$ cat src/rtl/phy_stripe_pkg.sv
// phy_stripe_pkg: shared lane types and helpers for the PHY striper / de-striper pair
package phy_stripe_pkg;
  localparam int MAX_LANES = 8;
  localparam int MAX_SEL_W = $clog2(MAX_LANES);
  typedef logic [MAX_SEL_W-1:0] lane_idx_t;
  // A lane carries live data in a partial group only when it was filled before the flush point.
  function automatic logic lane_below(input int unsigned lane, input int unsigned fill);
    return lane < fill;
  endfunction
endpackage

$ cat src/rtl/stripe_out_reg.sv
// stripe_out_reg: registered output slot presenting one lane group at a time
module stripe_out_reg #(
  parameter int DATA_W = 8,
  parameter int NUM_LANES = 4
) (
  input  logic                          clk_2f,
  input  logic                          reset,
  input  logic                          load,
  input  logic                          consume,
  input  logic                          partial,
  input  logic [NUM_LANES-1:0]          mask,
  input  logic [NUM_LANES*DATA_W-1:0]   group,
  output logic [NUM_LANES*DATA_W-1:0]   lane_data,
  output logic [NUM_LANES-1:0]          lane_valid,
  output logic                          flush_pulse
);
  // Reload wins over consume so back-to-back groups leave no gap; an unconsumed group is held.
  always_ff @(posedge clk_2f) begin
    if (!reset) begin
      lane_data   <= '0;
      lane_valid  <= '0;
      flush_pulse <= 1'b0;
    end else begin
      flush_pulse <= load & partial;
      if (load) begin
        lane_data  <= group;
        lane_valid <= mask;
      end else if (consume) begin
        lane_data  <= '0;
        lane_valid <= '0;
      end
    end
  end
endmodule

$ cat src/rtl/byte_striping_nlane.sv
// byte_striping_nlane: round-robin byte striper over NUM_LANES lanes with backpressure and idle flush
module byte_striping_nlane
  import phy_stripe_pkg::*;
#(
  parameter int DATA_W = 8,
  parameter int NUM_LANES = 4,
  parameter int FLUSH_EN = 1
) (
  input  logic                          clk_2f,
  input  logic                          reset,
  input  logic                          valid_in,
  input  logic [DATA_W-1:0]             data_in,
  output logic                          in_ready,
  input  logic                          lanes_ready,
  output logic [NUM_LANES*DATA_W-1:0]   lane_data,
  output logic [NUM_LANES-1:0]          lane_valid,
  output logic                          flush_pulse
);
  localparam int SEL_W = $clog2(NUM_LANES);
  localparam logic [SEL_W-1:0] LAST = SEL_W'(NUM_LANES - 1);
  logic [SEL_W-1:0] sel;
  logic [NUM_LANES-1:0][DATA_W-1:0] staging;
  logic [NUM_LANES*DATA_W-1:0] group;
  logic [NUM_LANES-1:0] mask;
  logic out_full, accept, complete, flush;
  assign out_full = |lane_valid;
  assign in_ready = reset & ((sel != LAST) | ~out_full | lanes_ready);
  assign accept   = valid_in & in_ready;
  assign complete = accept & (sel == LAST);
  assign flush    = (FLUSH_EN != 0) && reset && !valid_in && (sel != '0) && (!out_full || lanes_ready);
  // The completing byte bypasses staging; a flush zeroes lanes that were never filled.
  for (genvar i = 0; i < NUM_LANES; i++) begin : g_lane
    assign mask[i] = complete | lane_below(i, 32'(sel));
    assign group[i*DATA_W +: DATA_W] = (complete && i == NUM_LANES - 1) ? data_in :
                                       mask[i] ? staging[i] : '0;
  end
  // Lane pointer and staging buffer; staging is never cleared since mask hides stale bytes.
  always_ff @(posedge clk_2f) begin
    if (!reset) begin
      sel     <= '0;
      staging <= '0;
    end else if (flush) begin
      sel <= '0;
    end else if (accept) begin
      staging[sel] <= data_in;
      sel          <= complete ? '0 : sel + 1'b1;
    end
  end
  stripe_out_reg #(.DATA_W(DATA_W), .NUM_LANES(NUM_LANES)) u_out (
    .clk_2f      (clk_2f),
    .reset       (reset),
    .load        (complete | flush),
    .consume     (lanes_ready),
    .partial     (flush),
    .mask        (mask),
    .group       (group),
    .lane_data   (lane_data),
    .lane_valid  (lane_valid),
    .flush_pulse (flush_pulse)
  );
endmodule

$ cat config.mk
export PLATFORM = sky130hd
export DESIGN_NAME = byte_striping_nlane
export DESIGN_NICKNAME = d
export VERILOG_FILES = /design/src/rtl/phy_stripe_pkg.sv /design/src/rtl/stripe_out_reg.sv /design/src/rtl/byte_striping_nlane.sv
export SDC_FILE = /design/constraint.sdc
export NUM_CORES = 1
export LEC_CHECK = 0
export BUFFER_PORTS_ARGS = -buffer_cell sky130_fd_sc_hd__buf_2
export CAP_MARGIN = 15
export CORE_UTILIZATION = 40
export CTS_BUF_LIST = sky130_fd_sc_hd__clkbuf_4 sky130_fd_sc_hd__clkbuf_8
export CTS_CLUSTER_DIAMETER = 80
export DETAILED_ROUTE_END_ITERATION = 8
export PLACE_DENSITY = 0.63
export SYNTH_ARGS = -nofsm -noshare
export SYNTH_HDL_FRONTEND = slang
export SYNTH_SLANG_ARGS = --single-unit
export TNS_END_PERCENT = 1
$ cat constraint.sdc
create_clock -name clk_2f -period 3.19 [get_ports clk_2f]
set_clock_uncertainty 0.1 [all_clocks]
set_input_delay 0.1595 -clock clk_2f [delete_from_list [all_inputs] [get_ports clk_2f]]
set_output_delay 0.1595 -clock clk_2f [all_outputs]
set_load 0.02 [all_outputs]
==> flow_results.org <==
** Logic synthesis
- sky130_fd_sc_hd__dfxtp_1 is the most common cell in the netlist.
- By area the synthesized netlist is led by sky130_fd_sc_hd__dfxtp_1 57%, sky130_fd_sc_hd__a22o_1 13%, sky130_fd_sc_hd__nand2_1 8.5%, sky130_fd_sc_hd__o21ai_0 5.9%, sky130_fd_sc_hd__ha_1 2.8%.
- FFs w/ async S/R, synth :: 0%
- Counting instances in the post-synthesis netlist gives the leading cell types as 63 x sky130_fd_sc_hd__dfxtp_1, 50 x sky130_fd_sc_hd__nand2_1, 32 x sky130_fd_sc_hd__a22o_1, 26 x sky130_fd_sc_hd__o21ai_0.
- In this run the biggest area consumer among cell types represents 56.9% of the synthesized area.
- Sequential cell area fraction in the yosys report :: 56.9%
- Yosys printed 0 warnings.
- Average instance area after synthesis :: 9.94 um^2
- Count of flip-flops with a built-in enable after synthesis :: 0
- Most area-hungry cell type in the Yosys netlist :: sky130_fd_sc_hd__dfxtp_1
- Number of library cell types mapped by synthesis :: 25
- Post-synthesis instance total :: 223
- Cell area after technology mapping :: 0.00222 mm^2
- Most used flip-flop cell after synthesis :: sky130_fd_sc_hd__dfxtp_1
- In this run, synthesis produced a sequential element count of 63.
- Number of nets in the synthesized netlist :: 240

** Cells and area
- Design area :: 0.00275 mm^2
- Antenna Cells :: 0
- Measured on the finished design, the core utilization comes to 52.5%.
- # nets final :: 297
- Synth-to-layout area growth :: 24.0%
- Counting the fill cells in the layout gives 520.
- Cells with a size suffix above 1 make up 24.6% of the layout.

** CTS
- Clock tree from TritonCTS :: built
- # resized after CTS :: 0
- Clock buffers created by TritonCTS :: 9
- The tree is rooted in a sky130_fd_sc_hd__clkbuf_8.
- The number of setup buffers added after CTS is 0.
- After clock tree synthesis, the clock-pin slew on the worst setup and hold paths is 0.07 ns.
- Number of buffers between clock root and the deepest sink :: 2
- Number of levels in the clock H-tree :: 3
- Number of sinks on the clock net :: 63
- Later-pin clock latency in the skew report :: 0.33 ns

** Power and ir drop
- Switching power share of the total :: 23.1%
- Of the total power, the clock network draws 43.5%.
- Gate power share :: 5.7%
- Static leakage :: 0.00125 uW
- For this design the total switching power over the nets is 371 uW.
- Registers are responsible for 50.7% of the overall power.
- Across the VDD grid, the largest voltage drop is 0.000310 V.
- The internal power of the cells totals 1240 uW.
- In this run the power density over the cells is 586 mW/mm^2.

** Global routing
- First-pass GRT wire length :: 8.54 mm
- The number of global-route vias before repair was 1,754.
- The number of antenna violations at the first check in global routing came to 0.
- Overall Global Routing Usage :: 18.8%
- Summed over all layers, the global routing overflow is 0.
- Pin count of the biggest net entering global routing :: 33

** Timing
- Share of the clock period used by the worst path after layout :: 69.1%
- Setup repair after global routing left no endpoint under its margin.
- Finish-stage setup viols :: 0
- Derived from the worst setup path, the maximum achievable clock frequency is 0.454 GHz.
- Tmin final :: 2.20 ns
- Transition at the pin with the smallest max-transition slack :: 0.785 ns
- Hold slack final :: 0.0116 ns
- In this run the tightest slew margin relative to its limit is 47.7%.
- Number of failing hold endpoints at the final stage :: 0
- Worst path setup slack after routing :: 0.986 ns
- Adding up every negative setup slack in the final design gives 0 ns.
- The count of pins over their slew limit was 0.

** Drt
- Detailed-route via count :: 1,781
- Detailed-routing iteration count for the pre-antenna-repair pass :: 4
- Initial DRC Count :: 76
- Post-Route WL :: 4.93 mm
- After detailed routing, the number of remaining DRC violations is 0.
- Final antenna-violating net count :: 0
- Vias per cell :: 5.02
- In the final routed layout, each cell accounts on average for 13.9 um.

** Status
- The run finished with clean final reports.

** Place
- At the placement stage, the worst setup path has a slack of 1.02 ns.
- Estimated wirelength of the detail-placed design :: 3.33 mm
- After detailed placement, the total cell area comes to 0.00249 mm^2.
- Count of port buffers added during placement :: 49
- GPL Wtd Cong :: 0.767

** Die
- Once the floorplan was initialized, standard cells occupied 42.3% of the core.
- From bottom edge to top edge, the die measures 76.5 um.
- Total Die Area :: 0.00584 mm^2
- Placeable core area :: 0.00524 mm^2
- The die is 76.5 um wide.
- The initialized floorplan defines 26 standard-cell rows.
- Count of boundary I/O pins :: 50

** Setup path
- The critical path is of the register to register type.
- Crit path max-delay cell type :: sky130_fd_sc_hd__dfxtp_1
- The cell family contributing the most delay on the critical path is compound AO/OA/AOI/OAI gates.
- Required time worst endpoint :: 3.32 ns
- On the worst path, the slowest cell contributes a delay of 0.42 ns.
- STA classifies the critical path startpoint as a register.
- At the worst endpoint, the arrival time is 2.33 ns.
- Total buffers and inverters traversed by the critical path :: 2
- Largest fanout on the critical path :: 23
- Crit-path cells :: inv_1, ha_1, nor2_1, a21oi_1, o211a_1, buf_4, a22o_1
- Endpoint type of the worst setup path :: register

** Hold path
- Hold Crit Class :: input pin to register

** Run
- Max Cap Violations :: 0
==> power groups by stage <==
stage	Sequential, uW	Clock [uW]	Combinational [uW]
after global placement	835	0	86.4
final	817	701	91.9
after detailed placement	835	0	88.2
after CTS	817	719	93.3
after global routing	819	756	105
after floorplan	836	0	60.3
==> what timing repair did <==
item / CTS / global route
hold buffers: 5 / 0
hold endpoints to repair: 16 / 0
endpoints found under the setup margin: 0 / 0
==> state kept, by name (all words and copies together), names as in the netlist <==
signal,count
sel,2
staging,24
u_out.lane_data,32
u_out.lane_valid,4
u_out.flush_pulse,1
==> cell type report <==
class | count | area [um^2] | share of cell area, %
clock buffer | 11 | 151 | 5.50
clock inverter | 5 | 56.3 | 2.05
inverter | 4 | 15.0 | 0.546
multi-input combinational | 144 | 853 | 31.0
sequential | 63 | 1260 | 45.9
tap | 70 | 87.6 | 3.18
timing repair buffer | 58 | 325 | 11.8
==> metrics by stage <==
step           instances  power, uW
2_1_floorplan        223        896
5_1_grt              355       1680
3_5_place_dp         334        923
6_report             355       1610
4_1_cts              355       1630
3_3_place_gp         334        921
==> layer usage <==
metal / wire [um] / part of all wire, % / up-vias / global-route usage [%]
li1: - / - / 896 / -
met1: 2290 / 46 / 824 / 23.4
met2: 2270 / 46 / 52 / 29.9
met3: 308 / 6.2 / 9 / 6.23
met4: 61 / 1.2 / 0 / 7.50
met5: 0 / 0 / - / 0
==> worst paths after layout <==
check | from | slack (ns) | to | cells past startpoint
hold reg to reg | staging[5] | 0.36 | staging[5] | 2
setup / recovery | sel[0] | 0.99 | u_out.lane_data[12] | 7
hold / removal | data_in[2] | 0.01 | staging[2] | 3
setup reg to reg | sel[0] | 0.99 | u_out.lane_data[12] | 7
==> worst register-to-register path, cell delays in order (launching register included) <==
cell and delay (ns):
sky130_fd_sc_hd__dfxtp_1 0.42, sky130_fd_sc_hd__inv_1 0.13, sky130_fd_sc_hd__ha_1 0.28, sky130_fd_sc_hd__nor2_1 0.16, sky130_fd_sc_hd__a21oi_1 0.08, sky130_fd_sc_hd__o211a_1 0.38
sky130_fd_sc_hd__buf_4 0.29, sky130_fd_sc_hd__a22o_1 0.26
==> cells by family (layout without fill, tap and decap cells) <==
logic type | count (synthesis) | after routing | synth area share [%]
adder cells (fa/ha/maj) | 5 | 5 | 2.82
flip-flops | 63 | 63 | 56.9
buffers and inverters | 16 | 78 | 4.63
AO/OA/AOI/OAI | 73 | 73 | 23.0
multiplexers | 1 | 1 | 0.451
AND/OR/NAND/NOR | 65 | 65 | 12.2
==> layout by cell type, fill, tap and decap left out, drive strengths merged <==
| master | Yosys | routed |
|---|---|---|
| a31oi | 1 | 1 |
| nor3b | 2 | 2 |
| o211a | 1 | 1 |
| a22o | 32 | 32 |
| nor4 | 1 | 1 |
| nand2 | 50 | 50 |
| clkinvlp | 0 | 1 |
| nor2 | 5 | 5 |
| mux2i | 1 | 1 |
| a21boi | 3 | 3 |
| a21oi | 5 | 5 |
| dfxtp | 63 | 63 |
| bufinv | 0 | 1 |
| nor2b | 1 | 1 |
| clkinv | 0 | 3 |
| or4 | 1 | 1 |
| o21ai | 27 | 27 |
| dlygate4sd3 | 0 | 5 |
| clkbuf | 4 | 11 |
| nand3 | 3 | 3 |
| inv | 4 | 4 |
| ha | 5 | 5 |
| a21o | 4 | 4 |
| buf | 8 | 53 |
| nor3 | 2 | 2 |
(Power assumes the default switching activity.)
